**src/rtl/mem_access_unit_if.sv**
```systemverilog
// Pipeline-request and data-memory signal bundle for the MEM-stage access unit.
// slave is the access unit's view; master is the pipeline/memory side that drives it.
interface mem_access_unit_if;
  logic        req_valid;
  logic        req_we;
  logic [2:0]  req_width;
  logic [31:0] req_addr;
  logic [31:0] req_wdata;
  logic [31:0] req_pc;
  logic        stall;
  logic [31:0] resp_rdata;
  logic        misalign_err;
  logic [31:0] mem_adr;
  logic [31:0] mem_write;
  logic        memw_enable;
  logic [31:0] mem_pc;
  logic [31:0] mem_read;

  modport master (
    output req_valid, req_we, req_width, req_addr, req_wdata, req_pc, mem_read,
    input  stall, resp_rdata, misalign_err, mem_adr, mem_write, memw_enable, mem_pc
  );

  modport slave (
    input  req_valid, req_we, req_width, req_addr, req_wdata, req_pc, mem_read,
    output stall, resp_rdata, misalign_err, mem_adr, mem_write, memw_enable, mem_pc
  );
endinterface

```
**src/rtl/mem_access_unit.sv**
```systemverilog
// MEM-stage initiator to a word-only data memory: sub-word load extraction,
// sub-word stores as a two-cycle read-modify-write, and alignment/range rejection.
module mem_access_unit #(
  parameter int unsigned MEM_WORDS = 4096
) (
  input logic              clk,
  input logic              reset,
  mem_access_unit_if.slave bus
);

  localparam logic [32:0] ADDR_LIMIT = 33'(MEM_WORDS) << 2;

  typedef enum logic {IDLE, RMW_WR} state_t;

  state_t      state;
  logic [31:0] merge_q;
  logic [31:0] adr_q;
  logic [31:0] pc_q;

  logic        is_half;
  logic        is_byte;
  logic        is_word;
  logic        err;
  logic        sub_store;
  logic [31:0] word_adr;
  logic [4:0]  lane_shift;
  logic [31:0] lane_mask;
  logic [31:0] merged;
  logic [15:0] load_raw;
  logic [31:0] load_val;

  // Request decode and rejection
  always_comb begin
    is_half   = (bus.req_width == 3'b001) || (bus.req_width == 3'b010);
    is_byte   = (bus.req_width == 3'b011) || (bus.req_width == 3'b100);
    is_word   = !is_half && !is_byte;
    err       = bus.req_valid &&
                ((is_half && bus.req_addr[0]) ||
                 (is_word && (bus.req_addr[1:0] != 2'b00)) ||
                 ({1'b0, bus.req_addr} >= ADDR_LIMIT));
    sub_store = bus.req_valid && bus.req_we && !is_word && !err;
    word_adr  = {bus.req_addr[31:2], 2'b00};
  end

  // Little-endian lane placement shared by load extraction and store merge
  always_comb begin
    lane_shift = is_half ? {bus.req_addr[1], 4'b0000} : {bus.req_addr[1:0], 3'b000};
    lane_mask  = (is_half ? 32'h0000_FFFF : 32'h0000_00FF) << lane_shift;
    merged     = (bus.mem_read & ~lane_mask) | ((bus.req_wdata << lane_shift) & lane_mask);
    load_raw   = 16'(bus.mem_read >> lane_shift);
    case (bus.req_width)
      3'b001:  load_val = {{16{load_raw[15]}}, load_raw};
      3'b010:  load_val = {16'h0000, load_raw};
      3'b011:  load_val = {{24{load_raw[7]}}, load_raw[7:0]};
      3'b100:  load_val = {24'h00_0000, load_raw[7:0]};
      default: load_val = bus.mem_read;
    endcase
  end

  // Bus outputs; reset suppresses every strobe, including a pending RMW write
  always_comb begin
    bus.stall        = 1'b0;
    bus.memw_enable  = 1'b0;
    bus.misalign_err = 1'b0;
    bus.resp_rdata   = 32'h0;
    bus.mem_adr      = word_adr;
    bus.mem_write    = bus.req_wdata;
    bus.mem_pc       = bus.req_pc;
    if (!reset) begin
      if (state == RMW_WR) begin
        bus.mem_adr     = adr_q;
        bus.mem_write   = merge_q;
        bus.mem_pc      = pc_q;
        bus.memw_enable = 1'b1;
      end else if (err) begin
        bus.misalign_err = 1'b1;
      end else if (bus.req_valid) begin
        if (!bus.req_we)  bus.resp_rdata  = load_val;
        else if (is_word) bus.memw_enable = 1'b1;
        else              bus.stall       = 1'b1;
      end
    end
  end

  // State and RMW latches; the RMW_WR cycle ignores the (held) request
  always_ff @(posedge clk) begin
    if (reset) begin
      state   <= IDLE;
      merge_q <= 32'h0;
      adr_q   <= 32'h0;
      pc_q    <= 32'h0;
    end else if (state == IDLE && sub_store) begin
      state   <= RMW_WR;
      merge_q <= merged;
      adr_q   <= word_adr;
      pc_q    <= bus.req_pc;
    end else begin
      state   <= IDLE;
    end
  end

endmodule

```
**src/flat_wrapper.sv**
```systemverilog
// flat-port wrapper written by rule: the top's interface ports become plain ports
module mem_access_unit_flat 
#(
  parameter int unsigned MEM_WORDS = 4096
)
  (clk, reset, bus_req_valid, bus_req_we, bus_req_width, bus_req_addr, bus_req_wdata, bus_req_pc, bus_mem_read, bus_stall, bus_resp_rdata, bus_misalign_err, bus_mem_adr, bus_mem_write, bus_memw_enable, bus_mem_pc);
  mem_access_unit_if bus_i ();
  input logic clk;
  input logic reset;
  input wire logic [$bits(bus_i.req_valid)-1:0] bus_req_valid;
  input wire logic [$bits(bus_i.req_we)-1:0] bus_req_we;
  input wire logic [$bits(bus_i.req_width)-1:0] bus_req_width;
  input wire logic [$bits(bus_i.req_addr)-1:0] bus_req_addr;
  input wire logic [$bits(bus_i.req_wdata)-1:0] bus_req_wdata;
  input wire logic [$bits(bus_i.req_pc)-1:0] bus_req_pc;
  input wire logic [$bits(bus_i.mem_read)-1:0] bus_mem_read;
  output wire logic [$bits(bus_i.stall)-1:0] bus_stall;
  output wire logic [$bits(bus_i.resp_rdata)-1:0] bus_resp_rdata;
  output wire logic [$bits(bus_i.misalign_err)-1:0] bus_misalign_err;
  output wire logic [$bits(bus_i.mem_adr)-1:0] bus_mem_adr;
  output wire logic [$bits(bus_i.mem_write)-1:0] bus_mem_write;
  output wire logic [$bits(bus_i.memw_enable)-1:0] bus_memw_enable;
  output wire logic [$bits(bus_i.mem_pc)-1:0] bus_mem_pc;
  assign bus_i.req_valid = bus_req_valid;
  assign bus_i.req_we = bus_req_we;
  assign bus_i.req_width = bus_req_width;
  assign bus_i.req_addr = bus_req_addr;
  assign bus_i.req_wdata = bus_req_wdata;
  assign bus_i.req_pc = bus_req_pc;
  assign bus_i.mem_read = bus_mem_read;
  assign bus_stall = bus_i.stall;
  assign bus_resp_rdata = bus_i.resp_rdata;
  assign bus_misalign_err = bus_i.misalign_err;
  assign bus_mem_adr = bus_i.mem_adr;
  assign bus_mem_write = bus_i.mem_write;
  assign bus_memw_enable = bus_i.memw_enable;
  assign bus_mem_pc = bus_i.mem_pc;
  mem_access_unit #(.MEM_WORDS(MEM_WORDS)) u_core (.clk(clk), .reset(reset), .bus(bus_i));
endmodule
```
**config.mk**
```make
export PLATFORM = sky130hd
export DESIGN_NAME = mem_access_unit_flat
export DESIGN_NICKNAME = d
export VERILOG_FILES = /design/src/rtl/mem_access_unit_if.sv /design/src/rtl/mem_access_unit.sv /design/src/flat_wrapper.sv
export SDC_FILE = /design/constraint.sdc
export NUM_CORES = 1
export LEC_CHECK = 0
export CAP_MARGIN = 20
export CELL_PAD_IN_SITES_DETAIL_PLACEMENT = 0
export CELL_PAD_IN_SITES_GLOBAL_PLACEMENT = 1
export CORE_ASPECT_RATIO = 1.5
export CORE_MARGIN = 2
export CORE_UTILIZATION = 45
export DETAILED_ROUTE_END_ITERATION = 12
export DONT_BUFFER_PORTS = 1
export GPL_TIMING_DRIVEN = 0
export HOLD_SLACK_MARGIN = 0.05
export PLACE_DENSITY_LB_ADDON = 0.1
export SETUP_SLACK_MARGIN = 0.05
export SLEW_MARGIN = 25
export SYNTH_ARGS = -nofsm -noshare
export SYNTH_HDL_FRONTEND = slang
export SYNTH_SLANG_ARGS = --single-unit
```
**constraint.sdc**
```tcl
create_clock -name clk -period 2.4 [get_ports clk]
set_clock_uncertainty 0.1 [all_clocks]
set_input_delay 0.36 -clock clk [delete_from_list [all_inputs] [get_ports clk]]
set_output_delay 0.36 -clock clk [all_outputs]
set_load 0.005 [all_outputs]
```
==> flow_summary.json, run 1 <==
{
  "antenna_found_initial": 0,
  "start_util_pct": 46.23,
  "ir_worst_vdd_v": 0.0003423,
  "grt_first_pass_wirelength_um": 29550,
  "relSlewSlack_pct": 54.86,
  "critPathBufInv": 4,
  "rsz0062_at_grt": "yes",
  "track_usage_pct": 28.04,
  "hold_start": "bus_req_pc[7]",
  "grt_max_degree": 17,
  "grt_overflow": 0,
  "timing.rr.start": "u_core.state",
  "maxSlewViolCount": 0,
  "synth_ff_type": "dfxtp_1",
  "met3_usage_pct": 7.124,
  "netlist_instances": 690,
  "fin_crit_sh_pct": 98.11,
  "netlist_top_cells_area": "dfxtp_1, mux2_2, nand2_1",
  "finalSetupViolCount": 0,
  "pin_count": 266,
  "fmax_mhz": 424.7,
  "drt_iter0_drc": 142,
  "place_area_mm2": 0.005983,
  "critical_path.cell_chain": "clkbuf_4, clkinvlp_4, buf_4, o2111ai_1, o211ai_1, and4bb_4, buf_6, o21a_1",
  "p_leak_nw": 2.519,
  "hpwl_um": 15330,
  "drive_gt1_share_pct": 26.20,
  "coreArea_mm2": 0.01251,
  "worst_pin_slew_ns": 0.6747,
  "n_antenna_cell": 0,
  "avgSynthCellArea_um2": 8.383,
  "hold_path_class": "in -> reg",
  "crit_fanout": 10,
  "syn_area_mm2": 0.005784,
  "clock_tree.root_cell": "clkbuf_16",
  "startpoint_type": "input pin",
  "first_pass_iters": 4,
  "gr-usage-met2_pct": 50.18,
  "cp_slowest_cell": "and4bb_4",
  "async_reset_ff_share_pct": 0,
  "clkTransAtPathRegs_ns": 0.06,
  "die_h_um": 142.9,
  "insertion_delay_ns": 0.34,
  "p_per_area_mw_per_mm2": 517.5,
  "cts_buffer_depth": 2,
  "die-area_mm2": 0.01380,
  "final_common_cell": "nand2_1",
  "syn2layout_area_growth_pct": 22.26,
  "final-hold-violation-count": 0,
  "yosysWarnings": 0,
  "place.gp.congestion": 0.8897,
  "grt-busiest-layer": "met2",
  "htreeDepth": 3,
  "port_buffers": 0,
  "viasPerCell": 6.001,
  "synthDistinctLibCells": 55,
  "num_rows": 50,
  "synth.largest_area_cell": "dfxtp_1",
  "wire_per_inst_um": 22.28,
  "ys_ff_latch": 95,
  "cp.required_ns": 1.94,
  "cp_slowest_stage_delay_ns": 0.38,
  "critPathKind": "in -> out",
  "synth_edf_count": 0,
  "cp-end-kind": "primary output",
  "die_x_um": 96.57,
  "totalWireLength_um": 20230,
  "ant_nets": 0,
  "crit_arrival_ns": 1.89,
  "yosysTopAreaCellShare_pct": 32.88,
  "outcome": "completed",
  "fin_nets": 882,
  "synth_seq_area_share_pct": 32.88,
  "fin_hold_ws_ns": 0.06643,
  "cp-startpoint": "bus_req_width[2]",
  "cts_made_buffers": 9,
  "grt_use_met1_pct": 30.17,
  "cts_sinks": 95,
  "drc_errors": 0,
  "detailroute.via_count": 5449,
  "design_area_mm2": 0.007072,
  "cts_tree": "built",
  "min_period_ns": 2.355,
  "critPathTopFamily": "buffers and inverters",
  "layout_common_cells": "nand2_1, mux2_2, dfxtp_1",
  "maxCapViolCount": 0,
  "grt_pass1_vias": 5588
}
logic make-up after synthesis:
group	after synthesis	synth area share, %
and+or+nand+nor	259	20.46
AOI/OAI and AO/OA	150	17.72
muxes	119	22.65
DFF	95	32.88
buffers and inverters	60	5.321
xor gates and xnor gates	6	0.9085
other	1	0.06483
Yosys cell counts, drive strengths merged (7+ instances only):
cell type	count
buf	31
dfxtp	95
nand3	12
a211oi	8
nor2	58
mux2i	24
nand2	110
a32o	7
a21oi	54
a311oi	8
and2	18
o21a	17
nor3	31
clkbuf	26
o21ai	18
a22o	8
mux2	95
nor4	7
a221oi	16
power breakdown:
part | total [mW] | switching, mW | internal, mW
Sequential | 1.57 | 0.000000388 | 1.57
Clock | 1.56 | 0.642 | 0.920
Combinational | 0.523 | 0.284 | 0.239
Total | 3.66 | 0.927 | 2.73
routing by layer:
| metal | share of wire [%] | up-vias | wire length, um |
|---|---|---|---|
| li1 | - | 2597 | - |
| met1 | 37 | 2570 | 7515 |
| met2 | 52 | 241 | 10440 |
| met3 | 7.8 | 41 | 1571 |
| met4 | 3.5 | 0 | 703 |
| met5 | 0 | - | 0 |
flip-flops by register name, summed over array words and instances (netlist names):
name / cells
u_core.merge_q: 32
u_core.pc_q: 32
u_core.adr_q: 30
u_core.state: 1
metrics by stage:
stage	power, mW	utilization [%]	TNS [ns]	setup WS (ns)	cells
2_1_floorplan	1.937	-	0	0.1320	691
3_3_place_gp	2.017	47.82	-35.41	-0.4844	847
3_5_place_dp	2.020	47.82	-37.12	-0.4868	847
4_1_cts	3.666	54.81	0	0.01637	902
5_1_grt	3.790	56.52	-0.09100	-0.02080	908
6_report	3.660	56.52	0	0.04529	908
final cells by class:
type / instances / area (um^2)
inverters: 3 / 16.27
flip-flops and latches: 95 / 1906
clock inverters: 6 / 90.09
clock buffers: 10 / 229.0
repair buffers: 45 / 432.9
well taps: 156 / 195.2
multi-input cells: 536 / 3844
plain buffers: 57 / 359.1
fillers: 1205 / 5440
final timing paths:
path | endpoint | slack (ns) | depth (start not counted)
setup / recovery | bus_resp_rdata[19] | 0.05 | 8
hold / removal | u_core.pc_q[7] | 0.07 | 2
setup reg to reg | u_core.merge_q[28] | 0.30 | 6
hold reg to reg | u_core.pc_q[12] | 0.35 | 2
what timing repair did:
action / CTS / global route
pin swaps: 6 / 3
setup endpoints to repair: 128 / 75
setup buffers: 4 / 5
gates resized for setup: 38 / 47
hold buffers: 35 / 0
gates cloned: 0 / 1
hold endpoints to repair: 35 / 0
(Power assumes the default switching activity.)
==> inputs of run 2 (changes only) <==
--- a/config.mk
+++ b/config.mk
@@ -5,7 +5,7 @@
 export SDC_FILE = /design/constraint.sdc
 export NUM_CORES = 1
 export LEC_CHECK = 0
-export CAP_MARGIN = 20
+export CAP_MARGIN = 30
 export CELL_PAD_IN_SITES_DETAIL_PLACEMENT = 0
 export CELL_PAD_IN_SITES_GLOBAL_PLACEMENT = 1
 export CORE_ASPECT_RATIO = 1.5
==> results of run 2 <==
No change in the layout: final DEF, timing and power equal those of run 1.
==> inputs of run 3 (changes only) <==
--- a/config.mk
+++ b/config.mk
@@ -13,6 +13,7 @@
 export CORE_UTILIZATION = 45
 export DETAILED_ROUTE_END_ITERATION = 12
 export DONT_BUFFER_PORTS = 1
+export GPL_ROUTABILITY_DRIVEN = 0
 export GPL_TIMING_DRIVEN = 0
 export HOLD_SLACK_MARGIN = 0.05
 export PLACE_DENSITY_LB_ADDON = 0.1
==> results of run 3 <==
No change in the layout: final DEF, timing and power equal those of run 1.
